--- src/rtl/regfile_wb_sink.sv ---
// ---------------------------------------------------------------------------
// regfile_wb_sink
//
// Receiving end of the writeback stage: a 2**ADDR_WIDTH x DATA_WIDTH MIPS
// general-purpose register file with two combinational decode read ports
// and a per-register pending-write scoreboard.
//
// Register 0 is hardwired to zero: writes to it are dropped, reads return 0,
// and its busy bit is never set.
//
// Scoreboard: an execute-stage producer (IssueValidE/WriteRegE) marks its
// destination busy; the matching writeback (RegWriteW/WriteRegW) clears it.
// When set and clear hit the same index in one cycle, the set wins because
// the newer producer is still in flight. FlushAll clears every busy bit and
// overrides set/clear, but never blocks a writeback's data write.
//
// Optional build macro:
//   REGFILE_WRITE_BYPASS_EN - write-through bypass. A writeback to the index
//   being read is forwarded to RD1/RD2 in the same cycle, and the matching
//   Busy1/Busy2 reads 0 (first-half write / second-half read).
//   Undefined: reads show only stored state.
//
// Ports:
//   CLK        in   clock, all state on rising edge
//   RST        in   synchronous active-high reset (highest priority)
//   RegWriteW  in   writeback write enable
//   WriteRegW  in   writeback destination index
//   ResultW    in   writeback data
//   A1, A2     in   read port indices (rs, rt)
//   RD1, RD2   out  combinational read data
//   IssueValidE in  producer leaving execute, will write WriteRegE
//   WriteRegE  in   destination of that producer
//   FlushAll   in   clear all busy bits next edge
//   Busy1/2    out  combinational busy flag for A1/A2
//   BusyCount  out  registered count of busy registers
// ---------------------------------------------------------------------------
module regfile_wb_sink #(
   parameter int DATA_WIDTH = 32,
   parameter int ADDR_WIDTH = 5
) (
   input  logic                  CLK,
   input  logic                  RST,
   input  logic                  RegWriteW,
   input  logic [ADDR_WIDTH-1:0] WriteRegW,
   input  logic [DATA_WIDTH-1:0] ResultW,
   input  logic [ADDR_WIDTH-1:0] A1,
   input  logic [ADDR_WIDTH-1:0] A2,
   output logic [DATA_WIDTH-1:0] RD1,
   output logic [DATA_WIDTH-1:0] RD2,
   input  logic                  IssueValidE,
   input  logic [ADDR_WIDTH-1:0] WriteRegE,
   input  logic                  FlushAll,
   output logic                  Busy1,
   output logic                  Busy2,
   output logic [ADDR_WIDTH:0]   BusyCount
);

   localparam int NREGS = 2 ** ADDR_WIDTH;

   logic [DATA_WIDTH-1:0] regs_q [NREGS];
   logic [NREGS-1:0]      busy_q, busy_d;
   logic [ADDR_WIDTH:0]   busy_cnt_q, busy_cnt_d;

   logic wb_we;   // writeback that actually lands in storage
   logic iss_set; // issue that actually marks a register busy

   assign wb_we   = RegWriteW   && (WriteRegW != '0);
   assign iss_set = IssueValidE && (WriteRegE != '0);

   // ------------------------------------------------------------------
   // Register storage. Entry 0 is only ever loaded by reset; reads of
   // index 0 are forced to zero below regardless.
   // ------------------------------------------------------------------
   always_ff @(posedge CLK) begin
      if (RST) begin
         for (int i = 0; i < NREGS; i++) begin
            regs_q[i] <= '0;
         end
      end else if (wb_we) begin
         regs_q[WriteRegW] <= ResultW;
      end
   end

   // ------------------------------------------------------------------
   // Scoreboard next state. Ordering of the statements encodes priority:
   // clear first, set overrides clear on the same index, flush overrides
   // both. Bit 0 is pinned low so BusyCount tops out at NREGS-1.
   // ------------------------------------------------------------------
   always_comb begin
      busy_d = busy_q;
      if (RegWriteW) begin
         busy_d[WriteRegW] = 1'b0;
      end
      if (iss_set) begin
         busy_d[WriteRegE] = 1'b1;
      end
      if (FlushAll) begin
         busy_d = '0;
      end
      busy_d[0] = 1'b0;
   end

   // Count computed from next-state bits so it moves on the same edge.
   always_comb begin
      busy_cnt_d = '0;
      for (int i = 0; i < NREGS; i++) begin
         busy_cnt_d = busy_cnt_d + (ADDR_WIDTH + 1)'(busy_d[i]);
      end
   end

   always_ff @(posedge CLK) begin
      if (RST) begin
         busy_q     <= '0;
         busy_cnt_q <= '0;
      end else begin
         busy_q     <= busy_d;
         busy_cnt_q <= busy_cnt_d;
      end
   end

   assign BusyCount = busy_cnt_q;

   // ------------------------------------------------------------------
   // Read ports
   // ------------------------------------------------------------------
   logic [DATA_WIDTH-1:0] rd1_stored, rd2_stored;

   assign rd1_stored = (A1 == '0) ? '0 : regs_q[A1];
   assign rd2_stored = (A2 == '0) ? '0 : regs_q[A2];

`ifdef REGFILE_WRITE_BYPASS_EN
   // Same-cycle forwarding of the writeback. wb_we already excludes
   // index 0, so a read of register 0 can never be bypassed.
   logic hit1, hit2;

   assign hit1  = wb_we && (WriteRegW == A1);
   assign hit2  = wb_we && (WriteRegW == A2);
   assign RD1   = hit1 ? ResultW : rd1_stored;
   assign RD2   = hit2 ? ResultW : rd2_stored;
   assign Busy1 = busy_q[A1] && !hit1;
   assign Busy2 = busy_q[A2] && !hit2;
`else
   assign RD1   = rd1_stored;
   assign RD2   = rd2_stored;
   assign Busy1 = busy_q[A1];
   assign Busy2 = busy_q[A2];
`endif

endmodule

--- config.mk ---
export PLATFORM = sky130hd
export DESIGN_NAME = regfile_wb_sink
export DESIGN_NICKNAME = d
export VERILOG_FILES = /design/src/rtl/regfile_wb_sink.sv
export SDC_FILE = /design/constraint.sdc
export NUM_CORES = 2
export LEC_CHECK = 0
export CORE_MARGIN = 2
export CORE_UTILIZATION = 35
export DETAILED_ROUTE_END_ITERATION = 10
export GPL_TIMING_DRIVEN = 0
export SYNTH_ARGS = -nofsm -noshare
export SYNTH_HDL_FRONTEND = slang
export SYNTH_SLANG_ARGS = --single-unit
--- constraint.sdc ---
create_clock -name CLK -period 17.4 [get_ports CLK]
set_input_delay 2.61 -clock CLK [delete_from_list [all_inputs] [get_ports CLK]]
set_output_delay 2.61 -clock CLK [all_outputs]
set_load 0.02 [all_outputs]
### After elaboration in Yosys (flattened, before gate mapping)

Memory sizes are Yosys's and may differ from the RTL's.
Cells that the tools add are included.

| word-level totals | value |
|---|---|
| register bits after elaboration | 38 |
| bits in writable memories | 1024 |
| bits of input ports | 57 |
| logic and storage cells | 73 |
| memories kept | 1 |

| cells by class | value |
|---|---|
| add/sub/neg operators | 30 |
| magnitude comparators | 6 |
| muxes and demuxes | 21 |
| bitwise gates (word level) | 3 |
| reduce and logical (&&, ||, !) cells | 9 |

Memory list:

| memory | words | bits a word | read ports | clocked after Yosys merged registers in | wr ports | RTL line | source |
|---|---|---|---|---|---|---|---|
| regs_q | 32 | 32 | 2 | 0 | 32 | 60 | `logic [DATA_WIDTH-1:0] regs_q [NREGS];` |

Operator list:

| operator | count |
|---|---|
| $mux W32 | 6 |
| $add A6 B1 Y6 | 25 |
| $and A32 B32 Y32 | 1 |
| $not A32 Y32 | 1 |
| $or A32 B32 Y32 | 1 |
| $reduce_or A32 Y1 | 1 |
| $lt A5 B6 Y1 const B | 4 |
| $bmux W1 S5 | 2 |
| $demux W1 S5 | 2 |
| $ge A5 B1 Y1 const B | 2 |
| $logic_not A5 Y1 | 2 |
| $mux W1 | 10 |
| $reduce_bool A5 Y1 | 2 |
| $add A5 B1 Y6 | 1 |
| $add A4 B1 Y5 | 1 |
| $mux W5 | 1 |
| $add A3 B1 Y4 | 1 |
| $logic_and A1 B1 Y1 | 4 |
| $add A2 B1 Y3 | 1 |
| $add A1 B1 Y2 | 1 |

### Longest topological paths before layout

| depth | value |
|---|---|
| depth after elaboration | 40 |
| gate-level depth with buffers | 21 |
| gate-level depth less buffers | 20 |

### Worst setup path before layout

No wires, ideal clock.

| timing | value |
|---|---|
| path kind | input to register |
| from | input WriteRegW[1] |
| to | register busy_cnt_q[4], in the netlist BusyCount[4] |
| setup time | 0.128 ns |
| arrival time | 7.715 ns |
| data required time | 17.272 ns |
| slack | 9.558 ns |
| stages | 20 |
| path buffers | 1 |
| cells stage by stage | or3b_2 clkbuf_1 o21ai_0 a21oi_1 fa_1 inv_1 fa_1 inv_1 fa_1 inv_1 fa_1 fa_1 fa_1 fa_1 inv_1 fa_1 a21o_1 a21oi_1 xor2_1 nor2_1 |

| between the ends | value |
|---|---|
| elaborated cells between the ends (all ways) | 41 |

RTL lines:

| what | RTL line | source |
|---|---|---|
| from (decl) | 44 | `input logic [ADDR_WIDTH-1:0] WriteRegW,` |
| $lt A5 B6 Y1 (not written as such) or $ge A5 B1 Y1 (tied branches) | 92 | `busy_d[WriteRegW] = 1'b0;` |
| $logic_and A1 B1 Y1 (not written as such) | 92 |  |
| $mux W1 (not written as such) | 92 |  |
| $demux W1 S5 (*) | 92 |  |
| $not A32 Y32 (no line) (*) | -- |  |
| $and A32 B32 Y32 (no line) (*) | -- |  |
| $mux W32 (*) | 91 | `if (RegWriteW) begin` |
| $or A32 B32 Y32 (no line) | -- |  |
| $mux W32 (*) | 94 | `if (iss_set) begin` |
| $mux W32 (*) | 97 | `if (FlushAll) begin` |
| net busy_d[24] | 61 | `logic [NREGS-1:0] busy_q, busy_d;` |
| $add A6 B1 Y6 (*) (8 in series) | 107 | `busy_cnt_d = busy_cnt_d + (ADDR_WIDTH + 1)'(busy_d[i]);` |
| to (signal assigned) | 117 | `busy_cnt_q <= busy_cnt_d;` |
| to (decl) | 62 | `logic [ADDR_WIDTH:0] busy_cnt_q, busy_cnt_d;` |

The timed path passes the listed nets; every way through them passes the cells marked *.
A chain may end at the register's enable or synchronous reset.

### Worst setup path in the final report

| timing | value |
|---|---|
| from | input A1[3] |
| to | output RD1[12] |

| between the ends | value |
|---|---|
| word-level cells in the longest chain between the ends | 2 |
| elaborated cells between the ends (all ways) | 3 |

RTL lines:

| what | RTL line | source |
|---|---|---|
| from (decl) | 46 | `input logic [ADDR_WIDTH-1:0] A1,` |
| $mem_v2 Z32 W32 or $logic_not A5 Y1 (tied branches) | -- |  |
| $mux W32 (*) | 128 | `assign rd1_stored = (A1 == '0) ? '0 : regs_q[A1];` |
| to (decl) | 48 | `output logic [DATA_WIDTH-1:0] RD1,` |

Every way passes the cells marked *; elsewhere a longest branch is shown, timed or not.

==> impl_results.md <==
- Status: finished with violations
- Failing checks: capacitance limit, slew limit
- Root Buffer Master: clkbuf_16
- First-pass GRT wire length: 312,000 um
- Vias in the first global route: 39,233
- Register area share after synthesis: 55.1%
- Gpl congestion: 0.973
- Cells after Synth: 3,918
- Leading cell type in the layout, fill and taps excluded: edfxtp_1
- Final Setup Violations: 0
- Layout area overhead: 15.6%
- Post-cts sizing count: 0
- R2r setup slk: 12,140 ps
- I/O pin count: 129
- Vias per cell: 6.18
- Drt pass-1 iters: 7
- Clock Sink Count: 1,061
- Crit Path Class: input pin to primary output
- Hold WC Path Type: flop to flop
- Num CTS Buffers: 113
- Setup Skew: 11.0 ps
- Hold Vio Cnt, Final: 0
- Hold_buf cts: 0
- Synthesized area per cell: 14.6 sq um
- Worst Setup Start Kind: input pin
- Min Hold Slack: 651 ps
- Die height: 408 um
- Peak supply drop: 73.6 uV
- Critical path origin: A1[3]
- Synth area leader: edfxtp_1
- Layout cells sized above 1: 20.4%
- DRC: 0
- Main flop type after synthesis: edfxtp_1
- Nets: 4,310
- Setup_tns: 0 ps
- Total number of vias: 40,133
- Req. time, crit path: 14,790 ps
- Worst-path maximum fanout: 10
- Unique masters post-synth: 42
- Remaining Overflow, GRT: 0
- Max-slew headroom at the worst pin: -6.79%
- Initial antenna violation count: 8
- Area share of the leading cell type in the synthesized netlist: 53.8%
- Hold Crit Start: busy_q[14]$_SDFF_PP0_
- Drt wl/cell: 35.4 um
- Post-synth EDFFs: 1,024
- Syn Std Cell Area: 57,100 sq um
- Initial core utilization: 35.2%
- Period utilization: 60.8%
- WP data arrival: 7980 ps
- Total global-route track usage: 27.0%
- CTS tree: yes
- Worst r2r src: busy_q[18]$_SDFF_PP0_
- # fillers: 14,970
- Fmax: 94.5 MHz
- Number of max-cap violations: 6
- Async SR Flop Fraction: 0%
- Die X: 408 um
- YS warnings: 0
- DR iter-0 viols: 6,926
- Core area: 162,000 sq um
- Post-CTS setup buffer count: 0
- CP Capture Type: primary output
- Min Tclk post-route: 10,590 ps
- RSZ-0062 raised after global routing: false
- Die area: 166,000 sq um
- Clock Latency Late Sink: 730 ps
- Clock H-tree levels: 3
- Most frequent cells in the layout: edfxtp_1, and2_1, mux4_2
- Rows: 148
- DRT antenna net count: 0
- Yosys reg bits: 1,061
- Worst-path clk slew: 70 ps
- PD cells: 95.8 nW/um^2
- Fin. max-slew vios: 37
- Leakage: 22.2 nW
- Final WL: 230,000 um
- CTS max path bufs: 3
- Top post-synthesis cells by area: edfxtp_1, mux4_2, and2_1
- Worst-Margin Slew: 1590 ps
- Input/output buffers: 120
- Detail Placement HPWL: 166,000 um
- Largest net degree at the start of global routing: 23
stage by stage:
| stage | cells | total power, mW | cell area, sq um | utilization, % | setup WS, ps |
|---|---|---|---|---|---|
| 2_1_floorplan | 3949 | 3.50 | 57300 | - | 9560 |
| 5_1_grt | 6485 | 6.42 | 66000 | 40.7 | 7180 |
| 3_5_place_dp | 6283 | 3.93 | 62400 | 38.5 | 7390 |
| 3_3_place_gp | 6244 | 3.91 | 61200 | 37.7 | 6250 |
| 4_1_cts | 6485 | 6.28 | 66000 | 40.6 | 7350 |
| 6_report | 6494 | 6.33 | 66100 | 40.7 | 6810 |
Yosys cell counts (3+ instances only):
| master | instances |
|---|---|
| inv_1 | 31 |
| buf_4 | 10 |
| ha_1 | 7 |
| o2111ai_1 | 17 |
| a221oi_1 | 47 |
| nor2b_1 | 72 |
| mux4_2 | 466 |
| dfxtp_1 | 37 |
| nor2_1 | 56 |
| nor3b_1 | 4 |
| a21o_1 | 16 |
| mux2i_1 | 130 |
| fa_1 | 23 |
| nor3_1 | 3 |
| a22oi_1 | 64 |
| a211oi_1 | 64 |
| o21ai_0 | 173 |
| edfxtp_1 | 1024 |
| a21oi_1 | 17 |
| nand3b_1 | 5 |
| buf_1 | 4 |
| buf_2 | 95 |
| nand2_1 | 66 |
| and3b_1 | 5 |
| a311oi_1 | 64 |
| and2_1 | 1010 |
| clkbuf_1 | 315 |
| nand3_1 | 5 |
| mux2_2 | 66 |
| or3b_2 | 4 |
report_power, final:
part	internal, mW	leakage [nW]	switching, mW
Clock	1.33	1.74	1.08
Sequential	2.94	10.0	0.0695
Combinational	0.344	10.4	0.565
Total	4.61	22.2	1.72
final timing paths:
path                                                 to  depth (start not counted)
worst min register to register    busy_q[14]$_SDFF_PP0_                          3
worst min-delay path              busy_q[14]$_SDFF_PP0_                          3
worst max-delay path                            RD1[12]                          7
worst max register to register  BusyCount[4]$_SDFF_PP0_                         17
logic make-up (layout without fill, tap and decap cells):
| group | Yosys count | count (layout) | share of synthesized area [%] |
|---|---|---|---|
| flops | 1061 | 1061 | 55.1 |
| other cells | 1 | 41 | 0.00656 |
| fa+ha+maj | 30 | 30 | 0.959 |
| compound gates | 467 | 467 | 5.59 |
| simple gates | 1239 | 1239 | 13.1 |
| xor+xnor | 2 | 2 | 0.0307 |
| buf+inv | 456 | 817 | 3.27 |
| mux | 662 | 662 | 21.9 |
critical path: stages:
cell,delay [ps]
clkdlybuf4s50_1,750
clkbuf_1,860
nor2b_1,970
buf_2,470
a22oi_1,170
a311oi_1,1290
clkdlybuf4s50_1,830
cell type report:
type	count	area, sq um	area share [%]
inverter	31	116	0.176
clock buffer	140	3020	4.58
clock inverter	62	526	0.795
multi-input combinational	2432	24300	36.8
antenna	9	22.5	0.0341
timing repair buffer	159	2120	3.22
sequential	1061	31500	47.7
buffer	425	1760	2.66
tap	2175	2720	4.12
routing by layer:
layer,global-route usage [%],wire length [um]
met1,36.1,86900
met3,8.40,29600
met4,14.4,14700
met5,0,210
met2,39.2,98300
registers in the layout (all words and copies together), names as in the netlist:
name,cells
regs_q,1024
BusyCount,6
busy_q,31
Power figures use the tool's default switching activity.
